`config.mk`:
```
export PLATFORM = sky130hd
export DESIGN_NAME = njp_product_bcd_flat
export DESIGN_NICKNAME = d
export VERILOG_FILES = /design/src/rtl/njp_micro_pkg.sv /design/src/rtl/njp_product_bcd_if.sv /design/src/rtl/njp_dabble_cell.sv /design/src/rtl/njp_product_bcd.sv /design/src/flat_wrapper.sv
export SDC_FILE = /design/constraint.sdc
export NUM_CORES = 1
export LEC_CHECK = 0
export CORE_ASPECT_RATIO = 1.5
export CORE_MARGIN = 5
export CORE_UTILIZATION = 53
export DETAILED_ROUTE_END_ITERATION = 8
export GPL_TIMING_DRIVEN = 0
export PLACE_DENSITY = 0.78
export SLEW_MARGIN = 5
export SYNTH_ARGS = -nofsm -noshare
export SYNTH_HDL_FRONTEND = slang
export SYNTH_SLANG_ARGS = --single-unit
export TNS_END_PERCENT = 5
```
`constraint.sdc`:
```
create_clock -name sys_clk -period 1.6 [get_ports sys_clk]
set_input_delay 0.32 -clock sys_clk [delete_from_list [all_inputs] [get_ports sys_clk]]
set_output_delay 0.32 -clock sys_clk [all_outputs]
set_load 0.05 [all_outputs]
```
`src/rtl/njp_micro_pkg.sv`:
```
// Shared types and constants for the micro-multiplier output stage.
// Revision: 1.0
`default_nettype none
package njp_micro_pkg;
  typedef enum logic [1:0] {
    IDLE  = 2'd0,
    SHIFT = 2'd1,
    DONE  = 2'd2
  } state_t;

  localparam int BCD_DIGIT_W = 4;
  localparam int DEF_IN_W    = 8;
  localparam int DEF_DIGITS  = 3;

  // Counter must be able to hold IN_W itself, not just IN_W-1.
  function automatic int cnt_width(input int in_w);
    return $clog2(in_w + 1);
  endfunction
endpackage
`default_nettype wire

```
`src/rtl/njp_product_bcd_if.sv`:
```
// Product-in / BCD-out valid-ready bus of the conversion stage.
// Revision: 1.0
`default_nettype none
interface njp_product_bcd_if #(
  parameter int IN_W   = njp_micro_pkg::DEF_IN_W,
  parameter int DIGITS = njp_micro_pkg::DEF_DIGITS
);
  logic                          prod_valid;
  logic [IN_W-1:0]               prod_in;
  logic                          prod_ready;
  logic                          bcd_valid;
  logic                          bcd_ready;
  logic [4*DIGITS-1:0]           bcd_out;
  logic                          busy;

  modport master (
    output prod_valid, prod_in, bcd_ready,
    input  prod_ready, bcd_valid, bcd_out, busy
  );

  modport slave (
    input  prod_valid, prod_in, bcd_ready,
    output prod_ready, bcd_valid, bcd_out, busy
  );
endinterface
`default_nettype wire

```
`src/rtl/njp_dabble_cell.sv`:
```
// One double-dabble digit correction: digits of 5 or more get +3 before the shift.
// Revision: 1.0
`default_nettype none
module njp_dabble_cell (
  input  logic [3:0] digit_in,
  output logic [3:0] digit_out
);
  assign digit_out = (digit_in >= 4'd5) ? (digit_in + 4'd3) : digit_in;
endmodule
`default_nettype wire

```
`src/rtl/njp_product_bcd.sv`:
```
// Sequential binary-to-packed-BCD converter with valid/ready on both sides.
// Revision: 1.0
`default_nettype none
module njp_product_bcd
  import njp_micro_pkg::*;
#(
  parameter int IN_W   = DEF_IN_W,
  parameter int DIGITS = DEF_DIGITS
) (
  input  logic                sys_clk,
  input  logic                sys_rst,
  njp_product_bcd_if.slave    bus
);
  localparam int CNT_W = cnt_width(IN_W);
  localparam int BCD_W = BCD_DIGIT_W * DIGITS;

  if ((10 ** DIGITS) <= ((2 ** IN_W) - 1)) begin : g_digits_check
    $error("njp_product_bcd: DIGITS too small for IN_W");
  end

  state_t             state, state_nxt;
  logic [IN_W-1:0]    bin_q;
  logic [BCD_W-1:0]   bcd_q;
  logic [BCD_W-1:0]   bcd_adj;
  logic [BCD_W-1:0]   bcd_shifted;
  logic [BCD_W-1:0]   out_q;
  logic [CNT_W-1:0]   cnt_q;
  logic               last_shift;

  for (genvar d = 0; d < DIGITS; d++) begin : g_cell
    njp_dabble_cell u_cell (
      .digit_in  (bcd_q  [d*BCD_DIGIT_W +: BCD_DIGIT_W]),
      .digit_out (bcd_adj[d*BCD_DIGIT_W +: BCD_DIGIT_W])
    );
  end

  // Corrected digits shifted left with the binary MSB entering the ones digit.
  assign bcd_shifted = {bcd_adj[BCD_W-2:0], bin_q[IN_W-1]};
  assign last_shift  = (cnt_q == CNT_W'(1));

  always_ff @(posedge sys_clk) begin
    if (sys_rst) state <= IDLE;
    else         state <= state_nxt;
  end

  always_comb begin
    state_nxt = state;
    case (state)
      IDLE:    if (bus.prod_valid) state_nxt = SHIFT;
      SHIFT:   if (last_shift)     state_nxt = DONE;
      DONE:    if (bus.bcd_ready)  state_nxt = IDLE;
      default: state_nxt = IDLE;
    endcase
  end

  always_ff @(posedge sys_clk) begin
    if (sys_rst) begin
      bin_q <= '0;
      bcd_q <= '0;
      cnt_q <= '0;
      out_q <= '0;
    end else begin
      case (state)
        IDLE: begin
          if (bus.prod_valid) begin
            bin_q <= bus.prod_in;
            bcd_q <= '0;
            cnt_q <= CNT_W'(IN_W);
          end
        end
        SHIFT: begin
          bcd_q <= bcd_shifted;
          bin_q <= {bin_q[IN_W-2:0], 1'b0};
          cnt_q <= cnt_q - CNT_W'(1);
          // Result register only moves on entry to DONE; holds through backpressure and after.
          if (last_shift) out_q <= bcd_shifted;
        end
        default: ;
      endcase
    end
  end

  assign bus.prod_ready = (state == IDLE);
  assign bus.bcd_valid  = (state == DONE);
  assign bus.busy       = (state == SHIFT);
  assign bus.bcd_out    = out_q;
endmodule
`default_nettype wire
```
`src/flat_wrapper.sv`:
```
// flat-port wrapper written by rule: the top's interface ports become plain ports
module njp_product_bcd_flat import njp_micro_pkg::*;
#(
  parameter int IN_W   = DEF_IN_W,
  parameter int DIGITS = DEF_DIGITS
)
  (sys_clk, sys_rst, bus_prod_valid, bus_prod_in, bus_bcd_ready, bus_prod_ready, bus_bcd_valid, bus_bcd_out, bus_busy);
  njp_product_bcd_if #(.IN_W(IN_W), .DIGITS(DIGITS)) bus_i ();
  input  logic sys_clk;
  input  logic sys_rst;
  input wire logic [$bits(bus_i.prod_valid)-1:0] bus_prod_valid;
  input wire logic [$bits(bus_i.prod_in)-1:0] bus_prod_in;
  input wire logic [$bits(bus_i.bcd_ready)-1:0] bus_bcd_ready;
  output wire logic [$bits(bus_i.prod_ready)-1:0] bus_prod_ready;
  output wire logic [$bits(bus_i.bcd_valid)-1:0] bus_bcd_valid;
  output wire logic [$bits(bus_i.bcd_out)-1:0] bus_bcd_out;
  output wire logic [$bits(bus_i.busy)-1:0] bus_busy;
  assign bus_i.prod_valid = bus_prod_valid;
  assign bus_i.prod_in = bus_prod_in;
  assign bus_i.bcd_ready = bus_bcd_ready;
  assign bus_prod_ready = bus_i.prod_ready;
  assign bus_bcd_valid = bus_i.bcd_valid;
  assign bus_bcd_out = bus_i.bcd_out;
  assign bus_busy = bus_i.busy;
  njp_product_bcd #(.IN_W(IN_W), .DIGITS(DIGITS)) u_core (.sys_clk(sys_clk), .sys_rst(sys_rst), .bus(bus_i));
endmodule
```
Yosys cells after proc, flatten, opt, wreduce, memory -nomap -nowiden --
Index checks and enable logic that the tools add are counted. W data, S select, Z words.
Storage, ports and cells: register bits after elaboration 38, input port bits 12, output and inout bits 15, logic and storage cells 36
Cells by class: add/sub/neg operators 4, $lt $le $gt $ge 3, equality and inequality tests 6, mux-type cells 13, reductions and logical operators 5
Operators by type and width (number):
- $pmux W12 S2 | 1
- $pmux W8 S2 | 1
- $ge A4 B3 Y1 const B | 3
- $mux W12 | 1
- $mux W4 | 3
- $add A4 B2 Y4 const B | 2
- $mux W8 | 1
- $pmux W4 S2 | 1
- $mux W2 | 3
- $pmux W2 S3 | 1
- $eq A4 B1 Y1 const B | 1
- $ne A2 B2 Y1 const B | 2
- $reduce_and A2 Y1 | 2
- $sub A4 B1 Y4 const B | 1
- $add A3 B2 Y3 const B | 1
- $mux W3 | 1
- $reduce_and A3 Y1 | 1
- $eq A2 B1 Y1 const B | 1
- $eq A2 B2 Y1 const B | 1
- $logic_not A2 Y1 | 1
- $ne A2 B1 Y1 const B | 1
- $reduce_bool A2 Y1 | 1

Depth between registers and ports, before layout --
word-level depth 3, gate-level depth with buffers 8, depth with buffers taken out 6

Cells and area by module --
From an unflattened synthesis, not the netlist that was laid out.
Second synthesis, totals: cells, all modules 222, area total of the unflattened synthesis 1944.4 um2
Modules (own cells, without submodules):
- njp_product_bcd | times used 1, cells each 174, area each 1640.3 um2, sequential area each 760.7 um2
- njp_dabble_cell | times used 3, cells each 16, area each 101.3 um2, sequential area each 0.0 um2

Least setup slack after synthesis --
No wires, ideal clock.
path type reg2out, start reg u_core.state[1], end out bus_bcd_valid, arrival 1.377 ns, required time 1.280 ns, path slack -0.097 ns, stages on the path, launching flop included 3, buffers on the path 1, cells stage by stage dfxtp_1 -> clkbuf_1 -> nor2b_1
On the way: cells in the longest elaborated chain, start to end 1
RTL lines:
- start: declaration | RTL line njp_product_bcd.sv:21 | state_t state, state_nxt;
- start signal: assignment | RTL line njp_product_bcd.sv:43 | else state <= state_nxt;
- $eq A2 B2 Y1 | RTL line njp_product_bcd.sv:84 | assign bus.bcd_valid = (state == DONE);
- end: declaration | RTL line flat_wrapper.sv:15 | output wire logic [$bits(bus_i.bcd_valid)-1:0] bus_bcd_valid;
No other way between the ends.

Worst setup path in the final report --
start reg u_core.state[1], end out bus_busy
On the way: cells in the longest elaborated chain, start to end 1
RTL lines:
- $eq A2 B1 Y1 | RTL line njp_product_bcd.sv:85 | assign bus.busy = (state == SHIFT);
- end: declaration | RTL line flat_wrapper.sv:17 | output wire logic [$bits(bus_i.busy)-1:0] bus_busy;
No other way between the ends.

==> implementation parameters <==
Parameter                              Value

Status
  Run status    finished clean

STA
  Final clock period utilization by the worst path    98.2%
  Worst Hold Margin    0.489 ns
  Final hold violation count    0
  Setup ws final    0.0295 ns
  Setup repair after global routing missed its margin    yes
  Minimum clock period    1.57 ns
  Worst Tran Pin Value    0.579 ns
  Final setup violation count    0
  Maximum clock frequency    0.637 GHz
  Max-slew headroom at the worst pin    61.4%
  TNS Setup    0 ns
  Worst clock skew on the final layout    0.00937 ns
  Max-slew violation count    0

Synthesis
  Syn_area_per_cell    8.63 sq um
  Net count after synthesis    238
  Distinct cell type count of the synthesized netlist    31
  Total of flip-flops plus latches after synthesis    38
  Part of the Yosys area used for sequential elements    40.5%
  Cell area after synthesis    0.00188 sq mm
  Warnings, synthesis    0
  Synth Instances    218

Floorplan
  Number of top-level pins    27
  Overall die area    0.00486 sq mm
  Starting density of the core    55.1%
  Die H    83.0 um
  # rows    26
  CORE AREA    0.00342 sq mm
  Die width    58.6 um

Clock tree
  Root buffer cell    sky130_fd_sc_hd__clkbuf_8
  Hold buffer count at CTS    0
  Skew-Pair Late Insertion Delay    0.29 ns
  TritonCTS clock tree    done
  Clock input transition at the sequential cells of the worst setup and hold paths    0.08 ns
  Level count of the clock H-tree    2
  CTS buffer count    5
  Maximum buffer depth of the clock tree    2
  CTS Sinks    38

Setup path
  Slowest CP cell    sky130_fd_sc_hd__dfxtp_2
  Worst endpoint data arrival time    1.25 ns
  Series of cell instances along the critical path    nand2b_1 > buf_6 > inv_4 > buf_12 > buf_12
  WP buf/inv    4
  Worst-path maximum fanout    10
  Slowest cell delay on critical path    0.34 ns
  CP delay by family, top    buffers and inverters
  Critical path class    reg -> out
  Type of origin of the critical path    flip-flop
  CP dominant cell by count    sky130_fd_sc_hd__buf_12
  Data required time of the critical path    1.28 ns
  CP endpoint kind    output port

Power and ir drop
  Total power after layout    2.40 mW
  Cell Pwr Density    994 mW/mm^2
  Max VDD drop    0.800 mV
  Leakage power total    0.924 nW

Layout
  Fraction of layout cells with a size suffix above 1    19.4%
  Post-layout nets    271
  Commonest non-fill, non-tap cells in the layout    36 x sky130_fd_sc_hd__nor2_1, 36 x sky130_fd_sc_hd__dfxtp_1, 23 x sky130_fd_sc_hd__a21oi_1
  Syn-to-layout area delta    28.2%
  Post-Route Utilization    70.6%
  Number of antenna repair diodes    0

Global route
  Initial antenna violation count    0
  Via count of the first global-routing pass    1602
  GRT overflow    0
  GRT met3 Usage    3.26%
  First-pass GRT wire length    7.43 mm
  Global-route track usage on met2    35.8%
  Most Crowded Layer GR    met2
  Global-route track usage on met1    21.7%
  Global-route usage over all layers    19.5%
  Maximum number of pins on one net before global-route repair    13

Placement
  PortBufs    25
  Post-DP HPWL    3.06 mm
  Worst slack at placement    -0.503 ns
  GPL Wtd Cong    0.778

Detailed routing
  Drt wl/cell    15.2 um
  Wire length reported by the detailed router    4.48 mm
  Vias after detailed routing    1665
  Drt first pass iters    4
  Number of antenna-violating nets in the routed design    0
  DR vias/cell    5.66
  DRC violations left    0
  Initial detailed-routing violation count    23

Run
  Max-cap check violation count    0

Worst hold path
  Worst min-delay path category    reg -> reg
per-stage QoR:
step / std cells / area (sq um)
after floorplan: 218 / 1880
after global placement: 285 / 2190
after detailed placement: 285 / 2190
after CTS: 293 / 2340
after global routing: 294 / 2410
final: 294 / 2410
cells in the mapped netlist:
library cell / number / area [sq um]
sky130_fd_sc_hd__dfxtp_1: 38 / 761
sky130_fd_sc_hd__nor2_1: 36 / 135
sky130_fd_sc_hd__a21oi_1: 26 / 130
sky130_fd_sc_hd__inv_1: 13 / 48.8
sky130_fd_sc_hd__nand2b_1: 12 / 75.1
sky130_fd_sc_hd__clkbuf_1: 9 / 33.8
sky130_fd_sc_hd__o21ai_0: 9 / 45.0
sky130_fd_sc_hd__ha_1: 8 / 100
sky130_fd_sc_hd__o22ai_1: 6 / 37.5
sky130_fd_sc_hd__nand3b_1: 5 / 37.5
sky130_fd_sc_hd__nor3b_1: 5 / 37.5
sky130_fd_sc_hd__o32ai_1: 5 / 43.8
sky130_fd_sc_hd__a211oi_1: 4 / 30.0
sky130_fd_sc_hd__mux2_2: 4 / 45.0
sky130_fd_sc_hd__nor2b_1: 4 / 25.0
sky130_fd_sc_hd__nor3_1: 4 / 20.0
sky130_fd_sc_hd__o221a_2: 4 / 45.0
sky130_fd_sc_hd__a2111oi_2: 3 / 45.0
sky130_fd_sc_hd__a211oi_2: 3 / 37.5
sky130_fd_sc_hd__nand3_1: 3 / 15.0
sky130_fd_sc_hd__xnor2_1: 3 / 26.3
sky130_fd_sc_hd__a22oi_1: 2 / 15.0
sky130_fd_sc_hd__buf_2: 2 / 10.0
sky130_fd_sc_hd__buf_4: 2 / 15.0
sky130_fd_sc_hd__buf_6: 2 / 22.5
sky130_fd_sc_hd__a311oi_1: 1 / 8.76
sky130_fd_sc_hd__and3_1: 1 / 6.26
sky130_fd_sc_hd__inv_2: 1 / 3.75
sky130_fd_sc_hd__mux2i_1: 1 / 10.0
sky130_fd_sc_hd__nand2b_2: 1 / 8.76
sky130_fd_sc_hd__or2_2: 1 / 6.26
state kept, by name, summed over array words and instances (netlist names):
name / count
u_core.bcd_q: 12
u_core.bin_q: 8
u_core.bus.bcd_out: 12
u_core.cnt_q: 4
u_core.state: 2
final cells by class:
cell class / instances / area (sq um)
Multi-Input combinational cell: 151 / 1040
Fill cell: 287 / 1000
Sequential cell: 38 / 763
Timing Repair Buffer: 26 / 251
Buffer: 15 / 104
Clock buffer: 6 / 82.6
Clock inverter: 2 / 60.1
Inverter: 14 / 55.1
Tap cell: 42 / 52.6
final timing paths:
check	from	end	slack [ns]	cells past startpoint
setup / recovery	u_core.state[1]	bus_busy	0.03	5
hold / removal	u_core.bus.bcd_out[10]	u_core.bus.bcd_out[10]	0.49	2
setup reg to reg	u_core.bcd_q[0]	u_core.bcd_q[2]	0.05	6
hold reg to reg	u_core.bus.bcd_out[10]	u_core.bus.bcd_out[10]	0.49	2
worst min-delay path, stage by stage (launching register included):
cell                       delay [ns]
sky130_fd_sc_hd__dfxtp_1         0.32
sky130_fd_sc_hd__nand2b_1        0.06
sky130_fd_sc_hd__o22ai_1         0.06
power breakdown:
| part | switching, mW | leakage [nW] | internal, mW | total, mW |
|---|---|---|---|---|
| logic | 0.199 | 0.543 | 0.152 | 0.351 |
| registers | 0.0362 | 0.310 | 0.988 | 1.02 |
| clock network | 0.356 | 0.0714 | 0.665 | 1.02 |
| total | 0.591 | 0.924 | 1.80 | 2.40 |
layer usage:
metal / wire length, um / vias to the layer above
met5: 0 / -
met4: 64 / 0
met3: 167 / 5
met2: 2440 / 33
met1: 1810 / 797
li1: - / 830
kinds of logic after synthesis:
group / Yosys count / synth area share, %
buf+inv: 29 / 7.12
simple gates: 72 / 19.5
fa+ha+maj: 8 / 5.32
mux: 5 / 2.93
xor+xnor: 3 / 1.40
compound gates: 63 / 23.3
flops: 38 / 40.5
timing repair:
| action | in CTS | in global routing |
|---|---|---|
| endpoints found under the setup margin | 28 | 12 |
| buffers inserted | 0 | 1 |
| gates resized for setup | 44 | 14 |
| pin swaps | 0 | 3 |
No activity file was read; power rests on OpenSTA's default activity.
